### src/rtl/leap_mem_port_arbiter.sv
// Round-robin arbiter sharing leap_mem RAM port a between NUM_REQ load/store requesters.
// Issues one access per cycle, returns read data with a per-requester rvalid, and freezes on waitrequest.
module leap_mem_port_arbiter #(
  parameter int NUM_REQ = 3,
  parameter int ADDR_W  = 10,
  parameter int DATA_W  = 32,
  parameter int RD_LAT  = 1
) (
  input  logic                      clk,
  input  logic                      reset,
  input  logic                      memory_controller_waitrequest,
  input  logic [NUM_REQ-1:0]        req,
  input  logic [NUM_REQ-1:0]        req_we,
  input  logic [NUM_REQ*32-1:0]     req_addr,
  input  logic [NUM_REQ*DATA_W-1:0] req_wdata,
  output logic [NUM_REQ-1:0]        gnt,
  output logic [NUM_REQ-1:0]        rvalid,
  output logic [DATA_W-1:0]         rdata,
  output logic                      conflict,
  output logic                      mem_en_a,
  output logic                      mem_we_a,
  output logic [ADDR_W-1:0]         mem_addr_a,
  output logic [DATA_W-1:0]         mem_in_a,
  output logic                      mem_byteena_a,
  input  logic [DATA_W-1:0]         mem_out_a
);

  localparam int               IDX_W     = $clog2(NUM_REQ);
  localparam logic [IDX_W:0]   NUM_REQ_W = (IDX_W+1)'(NUM_REQ);
  localparam logic [IDX_W-1:0] LAST_IDX  = IDX_W'(NUM_REQ-1);

  genvar gi;

  logic [ADDR_W-1:0] word_addr [NUM_REQ];
  logic [DATA_W-1:0] wdata_arr [NUM_REQ];
  logic              unused_addr_bits;

  // Byte addresses become word addresses; byte-lane and high bits are dropped on purpose.
  for (gi = 0; gi < NUM_REQ; gi++) begin : g_unpack
    assign word_addr[gi] = req_addr[32*gi+2 +: ADDR_W];
    assign wdata_arr[gi] = req_wdata[DATA_W*gi +: DATA_W];
  end
  assign unused_addr_bits = ^req_addr;

  logic [IDX_W-1:0] ptr_reg;
  logic             win_found;
  logic [IDX_W-1:0] win_idx;
  logic [IDX_W:0]   cand_sum;
  logic [IDX_W-1:0] cand_idx;
  logic             grant_valid;
  logic             load_push;
  logic             final_in_valid;

  // Scan from the priority pointer upward, wrapping; first requester found wins.
  always_comb begin
    win_found = 1'b0;
    win_idx   = '0;
    cand_sum  = '0;
    cand_idx  = '0;
    for (int k = 0; k < NUM_REQ; k++) begin
      cand_sum = {1'b0, ptr_reg} + (IDX_W+1)'(k);
      if (cand_sum >= NUM_REQ_W) cand_sum = cand_sum - NUM_REQ_W;
      cand_idx = cand_sum[IDX_W-1:0];
      if (!win_found && req[cand_idx]) begin
        win_found = 1'b1;
        win_idx   = cand_idx;
      end
    end
  end

  assign grant_valid = win_found && !memory_controller_waitrequest && reset;
  assign load_push   = grant_valid && !req_we[win_idx];

  always_comb begin
    gnt        = '0;
    mem_en_a   = 1'b0;
    mem_we_a   = 1'b0;
    mem_addr_a = '0;
    mem_in_a   = '0;
    if (grant_valid) begin
      gnt[win_idx] = 1'b1;
      mem_en_a     = 1'b1;
      mem_we_a     = req_we[win_idx];
      mem_addr_a   = word_addr[win_idx];
      if (req_we[win_idx]) mem_in_a = wdata_arr[win_idx];
    end
  end

  assign mem_byteena_a = 1'b1;
  assign conflict      = ($countones(req) > 1);

  always_ff @(posedge clk or negedge reset) begin
    if (!reset) begin
      ptr_reg <= '0;
    end else if (grant_valid) begin
      ptr_reg <= (win_idx == LAST_IDX) ? '0 : win_idx + 1'b1;
    end
  end

  logic             tag_valid_reg [RD_LAT];
  logic [IDX_W-1:0] tag_idx_reg   [RD_LAT];
  logic [DATA_W-1:0] rdata_reg;

  // RAM output is captured on the same edge that moves a load tag into the output stage.
  if (RD_LAT == 1) begin : g_lat1
    assign final_in_valid = load_push;
  end else begin : g_latn
    assign final_in_valid = tag_valid_reg[RD_LAT-2];
  end

  always_ff @(posedge clk or negedge reset) begin
    if (!reset) begin
      for (int s = 0; s < RD_LAT; s++) begin
        tag_valid_reg[s] <= 1'b0;
        tag_idx_reg[s]   <= '0;
      end
      rdata_reg <= '0;
    end else if (!memory_controller_waitrequest) begin
      tag_valid_reg[0] <= load_push;
      tag_idx_reg[0]   <= win_idx;
      for (int s = 1; s < RD_LAT; s++) begin
        tag_valid_reg[s] <= tag_valid_reg[s-1];
        tag_idx_reg[s]   <= tag_idx_reg[s-1];
      end
      if (final_in_valid) rdata_reg <= mem_out_a;
    end
  end

  // A stalled output tag stays put and is only presented once the stall clears.
  always_comb begin
    rvalid = '0;
    if (tag_valid_reg[RD_LAT-1] && !memory_controller_waitrequest)
      rvalid[tag_idx_reg[RD_LAT-1]] = 1'b1;
  end

  assign rdata = rdata_reg;

endmodule

### config.mk
export PLATFORM = sky130hd
export DESIGN_NAME = leap_mem_port_arbiter
export DESIGN_NICKNAME = d
export VERILOG_FILES = /design/src/rtl/leap_mem_port_arbiter.sv
export SDC_FILE = /design/constraint.sdc
export NUM_CORES = 1
export LEC_CHECK = 0
export BUFFER_PORTS_ARGS = -buffer_cell sky130_fd_sc_hd__buf_2
export CORE_AREA = 5 5 121 123
export DETAILED_ROUTE_END_ITERATION = 6
export DIE_AREA = 0 0 126 128
export HOLD_SLACK_MARGIN = 0.08
export PLACE_DENSITY = 0.63
export SYNTH_ARGS = -nofsm -noshare
export SYNTH_HDL_FRONTEND = slang
export SYNTH_SLANG_ARGS = --single-unit
### constraint.sdc
create_clock -name clk -period 8.5 [get_ports clk]
set_clock_uncertainty 0.2 [all_clocks]
set_input_delay 0.85 -clock clk [delete_from_list [all_inputs] [get_ports clk]]
set_output_delay 0.85 -clock clk [all_outputs]
set_load 0.01 [all_outputs]
==> results.toml, run 1 <==
[status]
status = "completed"

[cells_and_area]
area_growth_syn_to_layout_pct = 59.15
nFillCells = 1457
seq_area_sq_um = 925.9
largest_reg_flops = 32
multi_input_area_sq_um = 1654
stdcell_area_sq_um = 4309
drive_gt1_share_pct = 53.68
nNetsFinal = 752
diodes = 0
layout_commonest_cell = "buf_2"
layout_common_cells = "buf_2 (249), nor2_1 (46), mux2i_1 (43)"
layout.cells.non_filler = 696

[worst_setup_path]
worstPathBufferInverterCount = 4
rr_startpoint = "ptr_reg[1]$_DFFE_PN0P_"
critical-path-top-delay-family = "compound AO/OA/AOI/OAI gates"
start_kind = "flop"
worstSetupPathType = "reg -> out"
rr_endpoint = "rdata[11]$_DFFE_PN0P_"
end_kind = "output port"
reg2reg_depth = 10
critPathCapture = "mem_in_a[25]"
cp.arrival_ps = 3420
cp_data_required_time_ps = 7450
path_cells = "inv_1 -> ha_1 -> mux2_2 -> a221oi_1 -> nor2_4 -> buf_4 -> o211a_2 -> o21ai_2 -> buf_4 -> a211oi_1 -> buf_2"
cp_max_fo = 91
critPathLaunch = "ptr_reg[1]$_DFFE_PN0P_"
crit_cells = 11
cpPeakStageDelay_ps = 490
crit_slowest_cell = "a221oi_1"
reg2reg_setup_slack_ps = 4910
crit_top_cell = "buf_4"

[timing]
finalSetupViolCount = 0
setup_ws_ps = 4030
whs_ps = 278.0
fin_crit_ps = 4470
max_freq_mhz = 223.7
rsz0062_at_grt = "false"
hold_viol = 0
slew_headroom_pct = 37.67
drv_slew = 0
final.setup.tns_ps = 0
tightest_slew_ps = 935.0
fin_crit_sh_pct = 52.59

[grt]
grt_pass1_wl_um = 14410
grt.overflow.total = 0
grt_pass1_vias = 2777
grt_max_degree = 92
grt_usage_pct = 10.84
grt_antenna_before_repair = 0

[drt]
vias = 3016
antenna_left = 0
first_pass_iters = 5
drc = 0
via_per_inst = 4.333
totalWireLength_um = 9764
drtIter0Drc = 134
avgRoutedWirePerCell_um = 14.03

[pwr]
p_per_area_nw_per_um2 = 299.2
p_leak_nw = 2.444
switching_share_pct = 41.73
power.share.clock_pct = 18.3
peakVddDrop_v = 0.0001165
p_comb_share_pct = 57.9
p_seq_share_pct = 23.8
intPower_w = 0.0007514
switchingPower_w = 0.0005381

[synthesis]
ys_async_sr_fraction_pct = 100.0
post_synth_inst_count = 276
synthDistinctLibCells = 34
synth_top_area_share_pct = 34.20
ys_seq_elements = 37
synth_seq_area_share_pct = 34.20
synth_area_sq_um = 2708
synth_area_leaders = "dfrtp_1 (34%), mux2i_1 (16%), mux2_1 (12%)"
yosys_warnings = 0
synthFlopType = "dfrtp_1"
avgSynthCellArea_sq_um = 9.810
synth-edff-count = 0
yosys.area.top_type = "dfrtp_1"
syn-num-nets = 513

[place]
dp_hpwl_um = 7786
place_inst = 688
postPlaceCellArea_sq_um = 4119
place.gp.congestion = 0.7565
io_buffers = 249
dp_slack_ps = 4143

[clock_tree]
ctsHoldBuffers = 0
cts_tree = "built"
cts_num_sinks = 37
clock_latency_ps = 270
cts_setup_buffers = 0
htree_levels = 2
cts_resized = 0
path_clk_slew_ps = 50
cts_root_buffer = "clkbuf_16"
clockBufferDepth = 2
cts_buffers = 5

[floorplanning]
fp.dieW_um = 126
io_pins = 317
start_util_pct = 19.97
coreArea_sq_um = 13560
row_count = 43
die_h_um = 128
die_area_sq_um = 16130

[hold_path]
hp-class = "reg -> reg"

[run]
maxCapViolCount = 0
## cells in the mapped netlist (all sizes together) (2+ instances only)
library cell	number
a211oi	43
a22o	3
mux2i	43
inv	8
o21ai	6
nor2	48
nor3	2
a21o	2
dfrtp	37
nand2	5
ha	4
and3	3
nor2b	2
buf	12
nor3b	3
mux2	35
clkbuf	10
## metal layers
| layer | vias up | global-route usage (%) | share of wire (%) |
|---|---|---|---|
| li1 | 1503 | - | - |
| met1 | 1396 | 14.11 | 39 |
| met2 | 109 | 18.90 | 54 |
| met3 | 8 | 1.875 | 6.1 |
| met4 | 0 | 2.334 | 0.93 |
| met5 | - | 0 | 0 |
## cells by family after synthesis
kind of cell / share of synthesized area [%]
muxes: 30.45
and+or+nand+nor: 10.81
AOI/OAI and AO/OA: 17.10
DFF: 34.20
buffers and inverters: 5.453
adders and majority gates: 1.849
other: 0.1385
## final cells by class
cell class                 instances  share of cell area (%)
clock inverter                     3                   1.510
multi-input combinational        209                   38.39
timing repair buffer             254                   29.79
clock buffer                       5                   2.904
sequential                        37                   21.49
tap                              180                   5.226
inverter                           8                  0.6969
## per-stage QoR
stage | total power [W] | utilization, %
2_1_floorplan | 0.0008102 | -
3_3_place_gp | 0.001054 | 30.38
3_5_place_dp | 0.001063 | 30.38
4_1_cts | 0.001309 | 31.78
5_1_grt | 0.001388 | 31.78
6_report | 0.001289 | 31.78
## power groups by stage
stage	combinational [W]	clock, W	sequential [W]
after global routing	0.000820	0.000250	0.000318
after CTS	0.000757	0.000244	0.000309
after detailed placement	0.000754	0	0.000309
after floorplan	0.000463	0	0.000347
final	0.000747	0.000235	0.000307
after global placement	0.000747	0	0.000306
## how the worst min path moves through the flow
stage                                   start                   endpoint  slack (ps)  depth (start not counted)
global placement    tag_valid_reg$_DFFE_PN0N_  tag_valid_reg$_DFFE_PN0N_         260                          1
finish                  rdata[31]$_DFFE_PN0P_      rdata[31]$_DFFE_PN0P_         280                          1
global route            rdata[15]$_DFFE_PN0P_      rdata[15]$_DFFE_PN0P_         280                          1
floorplan           tag_valid_reg$_DFFE_PN0N_  tag_valid_reg$_DFFE_PN0N_         250                          1
detailed placement      rdata[31]$_DFFE_PN0P_      rdata[31]$_DFFE_PN0P_         270                          1
CTS                     rdata[15]$_DFFE_PN0P_      rdata[15]$_DFFE_PN0P_         280                          1
Note: power is estimated with default switching activity, not from simulation.
==> run 2: changes to the inputs <==
- PLACE_DENSITY: 0.63 -> 0.65
- clock period: 8.5 -> 4.05 ns (I/O delays scaled with it)
==> run 2 against run 1 <==
  * Sequential share of layout area is essentially flat
  * Largest power group unchanged
  * Via count grew 0.30%
  * Sequential cell count is the same
==> results.toml, run 2 (same netlist as run 1, synthesis figures left out) <==
[place]
io_buffers = 249
postPlaceCellArea_sq_um = 4146
dp_hpwl_um = 8085
place.gp.congestion = 0.7946
dp_slack_ps = 435.4
place_inst = 690

[worst_setup_path]
reg2reg_depth = 9
end_kind = "output port"
worstSetupPathType = "reg -> out"
cp_max_fo = 27
start_kind = "flop"
cp.arrival_ps = 3200
cp_data_required_time_ps = 3440

[pwr]
power.share.clock_pct = 14.4
intPower_w = 0.001489
switching_share_pct = 43.39
p_comb_share_pct = 61.0
p_seq_share_pct = 24.5
p_leak_nw = 2.444
peakVddDrop_v = 0.0002690
switchingPower_w = 0.001141
p_per_area_nw_per_um2 = 609.9

[drt]
first_pass_iters = 4
avgRoutedWirePerCell_um = 14.70
totalWireLength_um = 10290
antenna_left = 0
drtIter0Drc = 157
vias = 3025
via_per_inst = 4.321
drc = 0

[clock_tree]
cts_buffers = 5
cts_setup_buffers = 0
cts_root_buffer = "clkbuf_16"
path_clk_slew_ps = 60
cts_num_sinks = 37
clock_latency_ps = 270
cts_tree = "built"
clockBufferDepth = 2
htree_levels = 2

[timing]
final.setup.tns_ps = 0
max_freq_mhz = 262.7
finalSetupViolCount = 0
setup_ws_ps = 244.0
hold_viol = 0
drv_slew = 0
rsz0062_at_grt = "false"
whs_ps = 141.4
fin_crit_sh_pct = 93.98
fin_crit_ps = 3806
tightest_slew_ps = 867.4
slew_headroom_pct = 42.17

[cells_and_area]
layout_common_cells = "buf_2 (249), nor2_1 (46), mux2i_1 (43)"
layout.cells.non_filler = 700
area_growth_syn_to_layout_pct = 59.24
largest_reg_flops = 32
nNetsFinal = 756
layout_commonest_cell = "buf_2"
drive_gt1_share_pct = 53.56
stdcell_area_sq_um = 4312

[hold_path]
hold_depth = 2
hp-class = "in -> reg"

[floorplanning]
io_pins = 317
fp.dieW_um = 126
die_h_um = 128
row_count = 43
coreArea_sq_um = 13560
die_area_sq_um = 16130
start_util_pct = 19.97

[grt]
grt_usage_pct = 11.22
grt_max_degree = 91
grt_antenna_before_repair = 0
grt_pass1_wl_um = 14860
grt_pass1_vias = 2846
grt.overflow.total = 0

[run]
maxCapViolCount = 0

[status]
status = "completed"
==> run 2: changes by cell type in the layout (fill, tap and decap cells not counted), sizes merged <==
cell	previous run	this run
diode	0	1
clkinv	1	0
clkbuf	5	7
buf	254	256
bufinv	2	0
nor2	48	49
dlygate4sd3	0	1
==> run 2: through the flow <==
step                utilization (%)  power [W]
finish                        31.80   0.002630
global route                  31.78   0.002842
CTS                           31.71   0.002659
detailed placement            30.58   0.002264
global placement              30.58   0.002249
floorplan                         -   0.001700
==> run 2: final cells by class <==
class / instances / area, sq um
Multi-Input combinational cell: 210 / 1660
Fill cell: 1463 / 9246
Antenna cell: 1 / 2.502
Clock buffer: 7 / 142.6
Timing Repair Buffer: 257 / 1325
Sequential cell: 37 / 925.9
Tap cell: 180 / 225.2
Inverter: 8 / 30.03
==> run 2: power by group through the flow <==
| stage | logic, W | registers, W | clock network, W |
|---|---|---|---|
| global placement | 0.00161 | 0.000643 | 0 |
| finish | 0.00161 | 0.000645 | 0.000380 |
| detailed placement | 0.00162 | 0.000648 | 0 |
| CTS | 0.00162 | 0.000645 | 0.000396 |
| global route | 0.00176 | 0.000668 | 0.000411 |
| floorplan | 0.000971 | 0.000729 | 0 |
==> run 2: final timing paths <==
check / start / to / slack (ps)
setup / recovery: ptr_reg[1]$_DFFE_PN0P_ / mem_in_a[9] / 240
hold / removal: mem_out_a[24] / rdata[24]$_DFFE_PN0P_ / 140
setup reg to reg: ptr_reg[1]$_DFFE_PN0P_ / rdata[27]$_DFFE_PN0P_ / 780
hold reg to reg: rdata[21]$_DFFE_PN0P_ / rdata[21]$_DFFE_PN0P_ / 280
max in group asynchronous: reset / rdata[10]$_DFFE_PN0P_ / 2750
min in group asynchronous: reset / rdata[24]$_DFFE_PN0P_ / 550
==> run 2: what timing repair did <==
action / 4_1_cts / 5_1_grt
hold buffers: 1 / 0
endpoints found under the hold margin: 37 / 0
resized for setup: 0 / 1
setup endpoints to repair: 0 / 9
==> run 2: critical path: stages (launching register included) <==
cell and delay (ps):
dfrtp_1 410, inv_1 70, ha_1 270, mux2_2 390, a222oi_1 350, and3_1 370, a211oi_2 100, o21ai_2 360
buf_6 300, a211oi_1 90, buf_2 200
==> run 2: per-layer routing <==
metal,global-route usage [%],part of all wire [%],wire length [um]
met1,15.37,43,4378
met2,18.75,51,5286
met3,2.083,5.3,545
met4,1.956,0.75,77
met5,0,0,0
==> run 3: changes to the inputs <==
- ABC_AREA: unset -> 1
- CORE_AREA: 5 5 121 123 -> 5 5 120 122
- DIE_AREA: 0 0 126 128 -> 0 0 125 127
- PLACE_DENSITY: 0.65 -> 0.67
- SETUP_SLACK_MARGIN: unset -> 0.5
==> run 3 against run 2 <==
  * Clock power rose by 29%
  * Combinational power increased by 67%
  * Global-route usage rose by 2.6 points
  * Synthesized cell count grew 68%
  * Setup slack improved by 460 ps
  * Cell count grew 27%
  * Critical endpoint is now mem_addr_a[6]
  * Highest routed layer unchanged
  * Final area grew 7.5%
  * First-iteration DRC count down 27%
==> results.toml, run 3 <==
[worst_setup_path]
cpPeakStageDelay_ps = 390
critical-path-top-delay-family = "simple AND/OR/NAND/NOR gates"
rr_endpoint = "rdata[1]$_DFFE_PN0P_"
worstSetupPathType = "reg -> out"
crit_slowest_cell = "dfrtp_1"
crit_top_cell = "nand3_1"
cp_data_required_time_ps = 3440
crit_cells = 15
reg2reg_depth = 12
rr_startpoint = "ptr_reg[0]$_DFFE_PN0P_"
worstPathBufferInverterCount = 5
cp.arrival_ps = 2740
reg2reg_setup_slack_ps = 990
cp_max_fo = 21
start_kind = "flop"
path_cells = "inv_1 -> ha_1 -> inv_1 -> nand3_1 -> nand3_1 -> nor2_4 -> nand3_1 -> nand2_1 -> buf_8 -> nand2_1 -> nor2_1 -> buf_4 -> nand2_1 -> nand3_1 -> buf_2"
end_kind = "output port"

[grt]
grt_usage_pct = 13.81
grt.overflow.total = 0
grt_antenna_before_repair = 0
grt_pass1_wl_um = 18190
grt_pass1_vias = 3771
grt_max_degree = 38

[floorplanning]
io_pins = 317
fp.dieW_um = 125
die_h_um = 127
coreArea_sq_um = 13090
die_area_sq_um = 15880
row_count = 42
start_util_pct = 22.07

[synthesis]
yosys.area.top_type = "dfrtp_1"
synth-edff-count = 0
synth_seq_area_share_pct = 32.06
ys_seq_elements = 37
synthTopCellsByCount = "nand2_1 (191), nand3_1 (72), dfrtp_1 (37)"
yosys_warnings = 0
synth_area_leaders = "dfrtp_1 (32%), nand2_1 (25%), nand3_1 (12%)"
synthDistinctLibCells = 28
synthFlopType = "dfrtp_1"
synth_area_sq_um = 2888
yosysMostFrequentCell = "nand2_1"
avgSynthCellArea_sq_um = 6.237
synth_top_area_share_pct = 32.06
post_synth_inst_count = 463
ys_async_sr_fraction_pct = 100.0
syn-num-nets = 700

[run]
maxCapViolCount = 0

[clock_tree]
cts_buffers = 5
cts_root_buffer = "clkbuf_16"
cts_tree = "built"
htree_levels = 2
cts_num_sinks = 37
clock_latency_ps = 270
clockBufferDepth = 2
path_clk_slew_ps = 60

[timing]
final.setup.tns_ps = 0
fin_crit_ps = 3349
rsz0062_at_grt = "true"
drv_slew = 0
max_freq_mhz = 298.6
finalSetupViolCount = 0
hold_viol = 0
fin_crit_sh_pct = 82.68

[cells_and_area]
diodes = 0
drive_gt1_share_pct = 41.80
multi_input_area_sq_um = 1750
fin_util_pct = 35.44
layout.cells.non_filler = 889
area_growth_syn_to_layout_pct = 60.57
nFillCells = 1421
nNetsFinal = 949
layout_commonest_cell = "buf_2"
seq_area_sq_um = 925.9
largest_reg_flops = 32
stdcell_area_sq_um = 4637
layout_common_cells = "buf_2 (249), nand2_1 (190), nand3_1 (71)"

[pwr]
p_seq_share_pct = 16.3
p_per_area_nw_per_um2 = 818.5
p_comb_share_pct = 70.7
switchingPower_w = 0.001954
power.share.clock_pct = 12.9
p_leak_nw = 2.763
switching_share_pct = 51.49
fin_total_pwr_w = 0.003795
peakVddDrop_v = 0.0003156
intPower_w = 0.001841

[drt]
drc = 0
vias = 3924
drtIter0Drc = 115
first_pass_iters = 4
avgRoutedWirePerCell_um = 13.55
totalWireLength_um = 12050
antenna_left = 0
via_per_inst = 4.414

[place]
postPlaceCellArea_sq_um = 4245
place_inst = 868
dp_hpwl_um = 8969
io_buffers = 249
place.gp.congestion = 0.8248

[hold_path]
hp-class = "in -> reg"
holdPathEnd = "rdata[20]$_DFFE_PN0P_"
hold_depth = 3
hold_start = "mem_out_a[20]"

[status]
status = "completed"
run 3: cell count changes after synthesis, sizes merged, moves of 25 or more:
cell    previous run  this run
a211oi            43         0
a21oi              0        35
inv                8        33
mux2              35         0
mux2i             43         0
nand2              5       197
nand3              0        74
run 3: how the worst max path moves through the flow:
stage                           start            end  slack (ps)
5_1_grt        ptr_reg[0]$_DFFE_PN0P_  mem_addr_a[4]         470
4_1_cts        ptr_reg[0]$_DFFE_PN0P_   mem_in_a[31]         530
6_report       ptr_reg[0]$_DFFE_PN0P_  mem_addr_a[6]         700
2_1_floorplan  ptr_reg[0]$_DFFE_PN0P_   mem_in_a[12]        1360
3_5_place_dp   ptr_reg[0]$_DFFE_PN0P_    mem_in_a[5]         540
3_3_place_gp   ptr_reg[0]$_DFFE_PN0P_    mem_in_a[5]         470
run 3: kinds of logic (layout without fill, tap and decap cells):
kind of cell	count (synthesis)	after routing	synth area share, %
other cells	1	1	0.1299
buf+inv	60	308	9.879
flops	37	37	32.06
simple gates	304	306	45.41
fa+ha+maj	4	4	1.733
compound gates	57	57	10.79
run 3: layout make-up:
class,count,area share (%)
Clock buffer,5,2.698
Clock inverter,3,1.403
Inverter,33,2.806
Multi-Input combinational cell,368,37.75
Sequential cell,37,19.97
Tap cell,176,4.749
Timing Repair Buffer,267,30.63
run 3: through the flow:
step,hold slack (ps),setup WS (ps)
floorplan,-90.59,1356
global placement,249.6,465.1
detailed placement,253.4,537.4
CTS,155.2,532.7
global route,164.1,467.5
finish,157.2,701.3
run 3: repair_timing:
action | CTS | global route
hold buffers | 1 | 0
hold endpoints to repair | 37 | 0
resized for setup | 5 | 11
setup endpoints to repair | 43 | 44
gates cloned | 1 | 1
pin swaps | 1 | 6
setup buffers | 1 | 9
run 3: worst min-delay path: cells and delay by family:
family / cells / cell delay [ps]
buffers and inverters: 1 / 70
and+or+nand+nor: 2 / 120
run 3: power groups by stage:
stage	clock network (W)	registers (W)	logic [W]
floorplan	0	0.000695	0.00165
global placement	0	0.000622	0.00247
detailed placement	0	0.000624	0.00248
CTS	0.000506	0.000619	0.00258
global route	0.000519	0.000643	0.00300
finish	0.000491	0.000619	0.00269
run 3: metal layers:
layer  GRT usage [%]  vias to the layer above  share of wire [%]
li1                -                     1980                  -
met1           16.56                     1714                 41
met2           24.68                      211                 48
met3           3.548                       19                9.0
met4           3.635                        0                1.7
met5               0                        -                  0
